**src/rtl/fifo_skew_scheduler_if.sv**
```systemverilog
// Handshake bundle between the job controller, the row FIFO bank and the skew scheduler.
// master = controller/FIFO side, slave = scheduler.
interface fifo_skew_scheduler_if #(
    parameter int ROWS  = 4,
    parameter int LEN_W = 8
);
    logic             start;
    logic [LEN_W-1:0] len;
    logic [ROWS-1:0]  fifo_empty;
    logic [ROWS-1:0]  rd_en;
    logic [ROWS-1:0]  row_valid;
    logic             busy;
    logic             done;
    logic             stalled;
    logic             timeout;

    modport master (
        output start, len, fifo_empty,
        input  rd_en, row_valid, busy, done, stalled, timeout
    );

    modport slave (
        input  start, len, fifo_empty,
        output rd_en, row_valid, busy, done, stalled, timeout
    );
endinterface

```
**src/rtl/fifo_skew_scheduler.sv**
```systemverilog
// Diagonal-skew read sequencer for a bank of row FIFOs feeding a systolic array.
// Optional feature macro: STALL_TIMEOUT_EN (abort a job after 2^TO_W-1 consecutive stalled cycles).
module fifo_skew_scheduler #(
    parameter int ROWS  = 4,
    parameter int LEN_W = 8,
    parameter int TO_W  = 8
) (
    input logic                  clk,
    input logic                  rst,
    fifo_skew_scheduler_if.slave bus
);
    // Step width covers len_q+ROWS-2 and r+len_q without wrap.
    localparam int SW = (LEN_W + 1 > $clog2(ROWS) + 2) ? LEN_W + 1 : $clog2(ROWS) + 2;

    if (ROWS < 1 || TO_W < 1) begin : g_param_check
        $error("fifo_skew_scheduler: ROWS and TO_W must be >= 1");
    end

    typedef enum logic [1:0] {IDLE, RUN, DRAIN, DONE} state_t;

    state_t           state_q, state_d;
    logic [SW-1:0]    step_q, step_d;
    logic [SW-1:0]    last_step;
    logic [LEN_W-1:0] len_q;
    logic [ROWS-1:0]  sched;
    logic [ROWS-1:0]  rd_en_c;
    logic [ROWS-1:0]  row_valid_q;
    logic             stall;
    logic             accept;
    logic             to_hit;

    assign accept    = (state_q == IDLE) && bus.start;
    assign last_step = SW'(len_q) + SW'(ROWS) - SW'(2);

    always_comb begin
        sched = '0;
        for (int unsigned r = 0; r < ROWS; r++) begin
            sched[r] = (state_q == RUN) && (step_q >= SW'(r)) && (step_q < SW'(r) + SW'(len_q));
        end
    end

    // A stall on any scheduled row freezes every row so the diagonal skew is never broken.
    assign stall   = |(sched & bus.fifo_empty);
    assign rd_en_c = (stall || rst) ? '0 : sched;

`ifdef STALL_TIMEOUT_EN
    localparam logic [TO_W-1:0] TO_MAX  = '1;
    localparam logic [TO_W-1:0] TO_LAST = TO_MAX - TO_W'(1);

    logic [TO_W-1:0] to_cnt_q;
    logic            to_q;

    assign to_hit = stall && (to_cnt_q == TO_LAST);

    always_ff @(posedge clk) begin
        if (rst) begin
            to_cnt_q <= '0;
            to_q     <= 1'b0;
        end else if (accept) begin
            to_cnt_q <= '0;
            to_q     <= 1'b0;
        end else if (stall) begin
            to_cnt_q <= to_cnt_q + TO_W'(1);
            if (to_hit) to_q <= 1'b1;
        end else begin
            to_cnt_q <= '0;
        end
    end

    assign bus.timeout = to_q;
`else
    assign to_hit      = 1'b0;
    assign bus.timeout = 1'b0;
`endif

    always_ff @(posedge clk) begin
        if (rst) state_q <= IDLE;
        else     state_q <= state_d;
    end

    always_comb begin
        state_d = state_q;
        step_d  = step_q;
        case (state_q)
            IDLE: begin
                if (bus.start) begin
                    state_d = (bus.len == '0) ? DONE : RUN;
                    step_d  = '0;
                end
            end
            RUN: begin
                if (to_hit) begin
                    state_d = DONE;
                end else if (!stall) begin
                    if (step_q == last_step) state_d = DRAIN;
                    else                     step_d  = step_q + SW'(1);
                end
            end
            DRAIN:   state_d = DONE;
            DONE:    state_d = IDLE;
            default: state_d = IDLE;
        endcase
    end

    always_ff @(posedge clk) begin
        if (rst) begin
            step_q      <= '0;
            len_q       <= '0;
            row_valid_q <= '0;
        end else begin
            step_q      <= step_d;
            row_valid_q <= rd_en_c;
            if (accept) len_q <= bus.len;
        end
    end

    assign bus.rd_en     = rd_en_c;
    assign bus.row_valid = row_valid_q;
    assign bus.busy      = (state_q != IDLE);
    assign bus.done      = (state_q == DONE);
    assign bus.stalled   = stall;
endmodule

```
**src/flat_wrapper.sv**
```systemverilog
// flat-port wrapper written by rule: the top's interface ports become plain ports
module fifo_skew_scheduler_flat 
#(
    parameter int ROWS  = 4,
    parameter int LEN_W = 8,
    parameter int TO_W  = 8
)
  (clk, rst, bus_start, bus_len, bus_fifo_empty, bus_rd_en, bus_row_valid, bus_busy, bus_done, bus_stalled, bus_timeout);
  fifo_skew_scheduler_if #(.ROWS(ROWS), .LEN_W(LEN_W)) bus_i ();
  input logic clk;
  input logic rst;
  input wire logic [$bits(bus_i.start)-1:0] bus_start;
  input wire logic [$bits(bus_i.len)-1:0] bus_len;
  input wire logic [$bits(bus_i.fifo_empty)-1:0] bus_fifo_empty;
  output wire logic [$bits(bus_i.rd_en)-1:0] bus_rd_en;
  output wire logic [$bits(bus_i.row_valid)-1:0] bus_row_valid;
  output wire logic [$bits(bus_i.busy)-1:0] bus_busy;
  output wire logic [$bits(bus_i.done)-1:0] bus_done;
  output wire logic [$bits(bus_i.stalled)-1:0] bus_stalled;
  output wire logic [$bits(bus_i.timeout)-1:0] bus_timeout;
  assign bus_i.start = bus_start;
  assign bus_i.len = bus_len;
  assign bus_i.fifo_empty = bus_fifo_empty;
  assign bus_rd_en = bus_i.rd_en;
  assign bus_row_valid = bus_i.row_valid;
  assign bus_busy = bus_i.busy;
  assign bus_done = bus_i.done;
  assign bus_stalled = bus_i.stalled;
  assign bus_timeout = bus_i.timeout;
  fifo_skew_scheduler #(.ROWS(ROWS), .LEN_W(LEN_W), .TO_W(TO_W)) u_core (.clk(clk), .rst(rst), .bus(bus_i));
endmodule
```
**config.mk**
```make
export PLATFORM = sky130hd
export DESIGN_NAME = fifo_skew_scheduler_flat
export DESIGN_NICKNAME = d
export VERILOG_FILES = /design/src/rtl/fifo_skew_scheduler_if.sv /design/src/rtl/fifo_skew_scheduler.sv /design/src/flat_wrapper.sv
export SDC_FILE = /design/constraint.sdc
export NUM_CORES = 1
export LEC_CHECK = 0
export ABC_AREA = 0
export CELL_PAD_IN_SITES_DETAIL_PLACEMENT = 0
export CELL_PAD_IN_SITES_GLOBAL_PLACEMENT = 1
export CORE_MARGIN = 2
export CORE_UTILIZATION = 45
export CTS_CLUSTER_SIZE = 16
export DETAILED_ROUTE_END_ITERATION = 10
export GPL_TIMING_DRIVEN = 0
export PLACE_DENSITY_LB_ADDON = 0.1
export SYNTH_ARGS = -nofsm -noshare
export SYNTH_HDL_FRONTEND = slang
export SYNTH_SLANG_ARGS = --single-unit
```
**constraint.sdc**
```tcl
create_clock -name clk -period 5.7 [get_ports clk]
set_input_delay 0.855 -clock clk [delete_from_list [all_inputs] [get_ports clk]]
set_output_delay 0.855 -clock clk [all_outputs]
set_load 0.01 [all_outputs]
```
# --- After elaboration in Yosys (flattened, before gate mapping) ---
# Cells that the tools add are included.
# Widths: inputs -> output; s select.
word_totals:
  output_inout_bits: 12
  reg_bits: 23
  inputBits: 15
classes:
  order_cmp: 8
  n_bitwise: 1
  n_reduce_logical: 17
  n_mux: 10
  eq_ne: 8
  add_sub_neg: 6
ops:
  columns: ["cell", "count"]
  rows:
  - ["$lt 9x9->1", 3]
  - ["$mux 9", 3]
  - ["$add 2x8->9 const A", 2]
  - ["$ge 9x1->1 const B", 2]
  - ["$ge 9x2->1 const B", 2]
  - ["$pmux 9 s2", 1]
  - ["$add 1x8->9 const A", 1]
  - ["$add 8x3->9 const B", 1]
  - ["$add 9x1->9 const B", 1]
  - ["$eq 9x9->1", 1]
  - ["$logic_and 1x1->1", 9]
  - ["$lt 9x8->1", 1]
  - ["$sub 9x2->9 const B", 1]
  - ["$logic_not 8->1", 1]
  - ["$mux 2", 4]
  - ["$ne 2x2->1 const B", 4]
  - ["$pmux 2 s4", 1]
  - ["$and 4x4->4", 1]
  - ["$eq 2x2->1 const B", 2]
  - ["$mux 4", 1]
  - ["$reduce_and 4->1", 1]
  - ["$reduce_bool 2->1", 2]
  - ["$reduce_or 4->1", 1]
  - ["$reduce_and 3->1", 1]
  - ["other kinds (3)", 3]

# --- Longest topological paths before layout ---
depth:
  word_depth: 7
  depth_mapped: 14
  mapped_depth_nobuf: 13

# --- Worst setup path after synthesis ---
# No wires, ideal clock.
synth_path:
  kind: "register to output"
  start: "register u_core.len_q[1]"
  end: "output port bus_rd_en[0]"
  arrival_ns: 2.648
  stages_incl_launch_ff: 15
  setup_slack_ns: 2.197
  path_cell_list: "dfxtp_1 > inv_1 > ha_1 > a21oi_1 > nor3_1 > xnor2_1 > ha_1 > a21o_1 > a211oi_1 > and3_1 > nand3_1 > and4_4 > nand2b_1 > clkbuf_1 > nor2_1"
synth_between:
  elab_chain_len: 7
synth_lines:
  columns: ["element", "line_no", "text"]
  rows:
  - ["from (decl)", "fifo_skew_scheduler.sv:24", "logic [LEN_W-1:0] len_q;"]
  - ["from (signal assigned)", "fifo_skew_scheduler.sv:113", "if (accept) len_q <= bus.len;"]
  - ["$add 1x8->9 or $add 2x8->9 (tied branches)", "fifo_skew_scheduler.sv:38", "sched[r] = (state_q == RUN) && (step_q >= SW'(r)) && (step_q < SW'(r) + SW'(len_q));"]
  - ["$lt 9x9->1", "fifo_skew_scheduler.sv:38", null]
  - ["$logic_and 1x1->1", "fifo_skew_scheduler.sv:38", null]
  - ["$and 4x4->4", "fifo_skew_scheduler.sv:43", "assign stall = |(sched & bus.fifo_empty);"]
  - ["$reduce_or 4->1", "fifo_skew_scheduler.sv:43", null]
  - ["$logic_or 1x1->1", "fifo_skew_scheduler.sv:44", "assign rd_en_c = (stall || rst) ? '0 : sched;"]
  - ["$mux 4 (*)", "fifo_skew_scheduler.sv:44", null]
  - ["to (decl)", "flat_wrapper.sv:15", "output wire logic [$bits(bus_i.rd_en)-1:0] bus_rd_en;"]
# Mark *: on every way between the ends. The rest lies on a longest branch, timed or not.

# --- Worst setup path after layout ---
layout_path:
  start: "register u_core.len_q[1]"
  end: "output port bus_rd_en[2]"
# The elaborated chain is that of the path after synthesis.

==> metrics.yaml <==
root_buffer: "clkbuf_8"
peakVddDrop_mv: 0.151
synthArstFlopShare_pct: 0
power.internal_w: 0.000380
critPathKind: "flip-flop to output port"
grt_overflow_total: 0
status: "finished clean"
reg2regPathDepth: 10
critPathCaptureType: "output port"
rsz0062_at_grt: "false"
rows: 26
yosysWarnings: 0
combPwrFrac_pct: 55.1
via_count: 2174
wl_um: 5870
holdPathStages: 2
hold_viol_final: 0
hold_end: "u_core.len_q[5]"
cts_resized: 0
io_pins: 27
fin_skew_ns: 0.00298
r2r_slack_ns: 2.34
antenna_found_initial: 0
clk_pin_slew_worst_paths_ns: 0.09
track_usage_pct: 21.6
power_switching_w: 0.000304
cts_tree: "built"
detail_route.iter0.violations: 123
maxCapViolations: 0
initial_core_util_pct: 45.9
cp_max_fo: 8
yosysSeqAreaShare_pct: 19.9
fin_cells: 397
leakage_nw: 1.02
required_ns: 4.85
die_h_um: 75.7
p_seq_share_pct: 29.1
fp.dieArea_mm2: 0.00573
synth_top_cell_by_area: "ha_1"
cp-start-kind: "flip-flop"
diodes: 0
clockBufferDepth: 2
r2r-start: "u_core.len_q[6]"
synth.distinct_cells: 39
syn_nets: 359
cts_post_setup_buffers_inserted: 0
dp.cells: 393
syn_to_final_growth_pct: 16.2
drive_gt1_share_pct: 2.45
grt_max_degree: 14
min-delay-start: "u_core.len_q[5]"
port_buffers: 24
first_pass_iters: 4
finalNetCount: 388
synth_seq_cells: 23
synth_edf_count: 0
r2r-end: "u_core.state_q[0]"
synth.cell_area_mm2: 0.00231
syn_inst: 299
relSlewSlack_pct: 49.6
p_sw_share_pct: 44.4
yosysTopAreaCellShare_pct: 24.3
finalCritPeriodShare_pct: 82.7
die_w_um: 75.7
drv_slew: 0
htree_levels: 1
clock_power_share_pct: 15.8
cellPowerDensity_mw_per_mm2: 254
fin_crit_ns: 4.72
synth_area_leaders: "ha_1 (24%), dfxtp_1 (20%), xnor2_1 (6.1%)"
setup_viol_count_final: 0
gp_congestion: 0.886
syn_area_per_cell_um2: 7.74
postCtsHoldBufs: 0
cts_sinks: 23
grt_pass1_vias: 1950
tns_ns: 0
clkLatencyLatePin_ns: 0.27
cts_made_buffers: 3
grt_pass1_wl_um: 9340
hpwl_um: 4710
core_area_mm2: 0.00504
drcViolationCount: 0
wl_per_cell_um: 14.8
fmax_ghz: 0.212
ys.flop_type: "dfxtp_1"
tightest_slew_ns: 0.751
viasPerCell: 5.48
crit_arrival_ns: 3.86
hold_path.class: "flip-flop to flip-flop"
ant_nets: 0
routing by layer:
| layer | global-route usage (%) | up-vias | part of all wire (%) |
|---|---|---|---|
| met5 | 0 | - | 0 |
| met4 | 3.70 | 0 | 0.97 |
| met3 | 3.44 | 7 | 3.6 |
| met2 | 34.0 | 33 | 46 |
| met1 | 31.5 | 992 | 49 |
| li1 | - | 1142 | - |
Yosys cell counts (7+ instances only):
master	number
a21oi_1	18
clkbuf_1	10
dfxtp_1	23
ha_1	45
inv_1	26
nand2_1	23
nand3_1	18
nand4_1	7
nor2_1	27
nor4_1	7
o21ai_0	11
xnor2_1	16
how the worst max path moves through the flow:
stage,end,slack [ns],cells after the start,start
floorplan,bus_rd_en[0],2.20,14,u_core.len_q[1]
global placement,bus_rd_en[2],1.32,15,u_core.len_q[1]
detailed placement,bus_rd_en[2],1.30,15,u_core.len_q[1]
CTS,bus_rd_en[3],0.98,15,u_core.len_q[1]
global route,bus_rd_en[3],0.74,15,u_core.len_q[1]
finish,bus_rd_en[2],0.98,15,u_core.len_q[1]
power groups by stage:
stage               logic (W)  clock network (W)  registers [W]
finish               0.000377           0.000108       0.000199
global route         0.000425           0.000119       0.000203
CTS                  0.000378           0.000112       0.000199
detailed placement   0.000377                  0       0.000203
global placement     0.000376                  0       0.000203
floorplan            0.000269                  0       0.000199
critical path: stages, from the launching register on:
cell and delay [ns]:
dfxtp_1 0.44, inv_1 0.15, ha_1 0.22, a21oi_1 0.30, nor3_1 0.10, xnor2_1 0.14, ha_1 0.32, a21o_1 0.19
a211oi_1 0.20, and3_1 0.20, nand3_1 0.16, and4_4 0.25, nand2b_1 0.07, clkbuf_1 0.29, nor2_1 0.07, clkdlybuf4s50_1 0.49
cell type report:
cell class              count  area [µm²]
repair buffers             24         240
multi-input cells         237        1700
plain buffers              13        56.3
clock buffers               3        41.3
flip-flops and latches     23         460
inverters                  26        97.6
clock inverters             1        5.00
well taps                  70        87.6
fillers                   507        2350
cells by family after synthesis:
family / count (synthesis) / share of synthesized area [%]
AO/OA/AOI/OAI: 64 / 18.7
XOR/XNOR: 17 / 6.44
adder cells (fa/ha/maj): 45 / 24.3
buffers and inverters: 39 / 6.65
flip-flops: 23 / 19.9
other: 1 / 0.162
AND/OR/NAND/NOR: 110 / 23.8
cell usage in the layout, fill, tap and decap left out, types with 6 or more instances in the layout:
| master | instances |
|---|---|
| a211oi_1 | 6 |
| o21ai_0 | 11 |
| a21oi_1 | 18 |
| nand2_1 | 23 |
| clkbuf_1 | 10 |
| ha_1 | 45 |
| nor4_1 | 7 |
| xnor2_1 | 16 |
| clkdlybuf4s50_1 | 24 |
| nand2b_1 | 6 |
| nand4_1 | 7 |
| nand3_1 | 18 |
| inv_1 | 26 |
| dfxtp_1 | 23 |
| nor3_1 | 6 |
| nor2_1 | 27 |
registers in the layout (all words and copies together), names as in the netlist:
signal	flops
u_core.step_q	9
u_core.bus.row_valid	4
u_core.len_q	8
u_core.state_q	2
per-stage QoR:
stage | hold WS (ns) | setup WS [ns] | power (W) | utilization [%] | cell area, µm²
CTS | 0.548 | 0.979 | 0.000690 | 53.3 | 2690
detailed placement | 0.534 | 1.30 | 0.000580 | 52.4 | 2640
finish | 0.539 | 0.984 | 0.000684 | 53.3 | 2690
global placement | 0.532 | 1.32 | 0.000578 | 52.4 | 2640
floorplan | 0.486 | 2.20 | 0.000468 | - | 2310
global route | 0.575 | 0.745 | 0.000746 | 53.3 | 2690
Note: power is estimated with default switching activity, not from simulation.
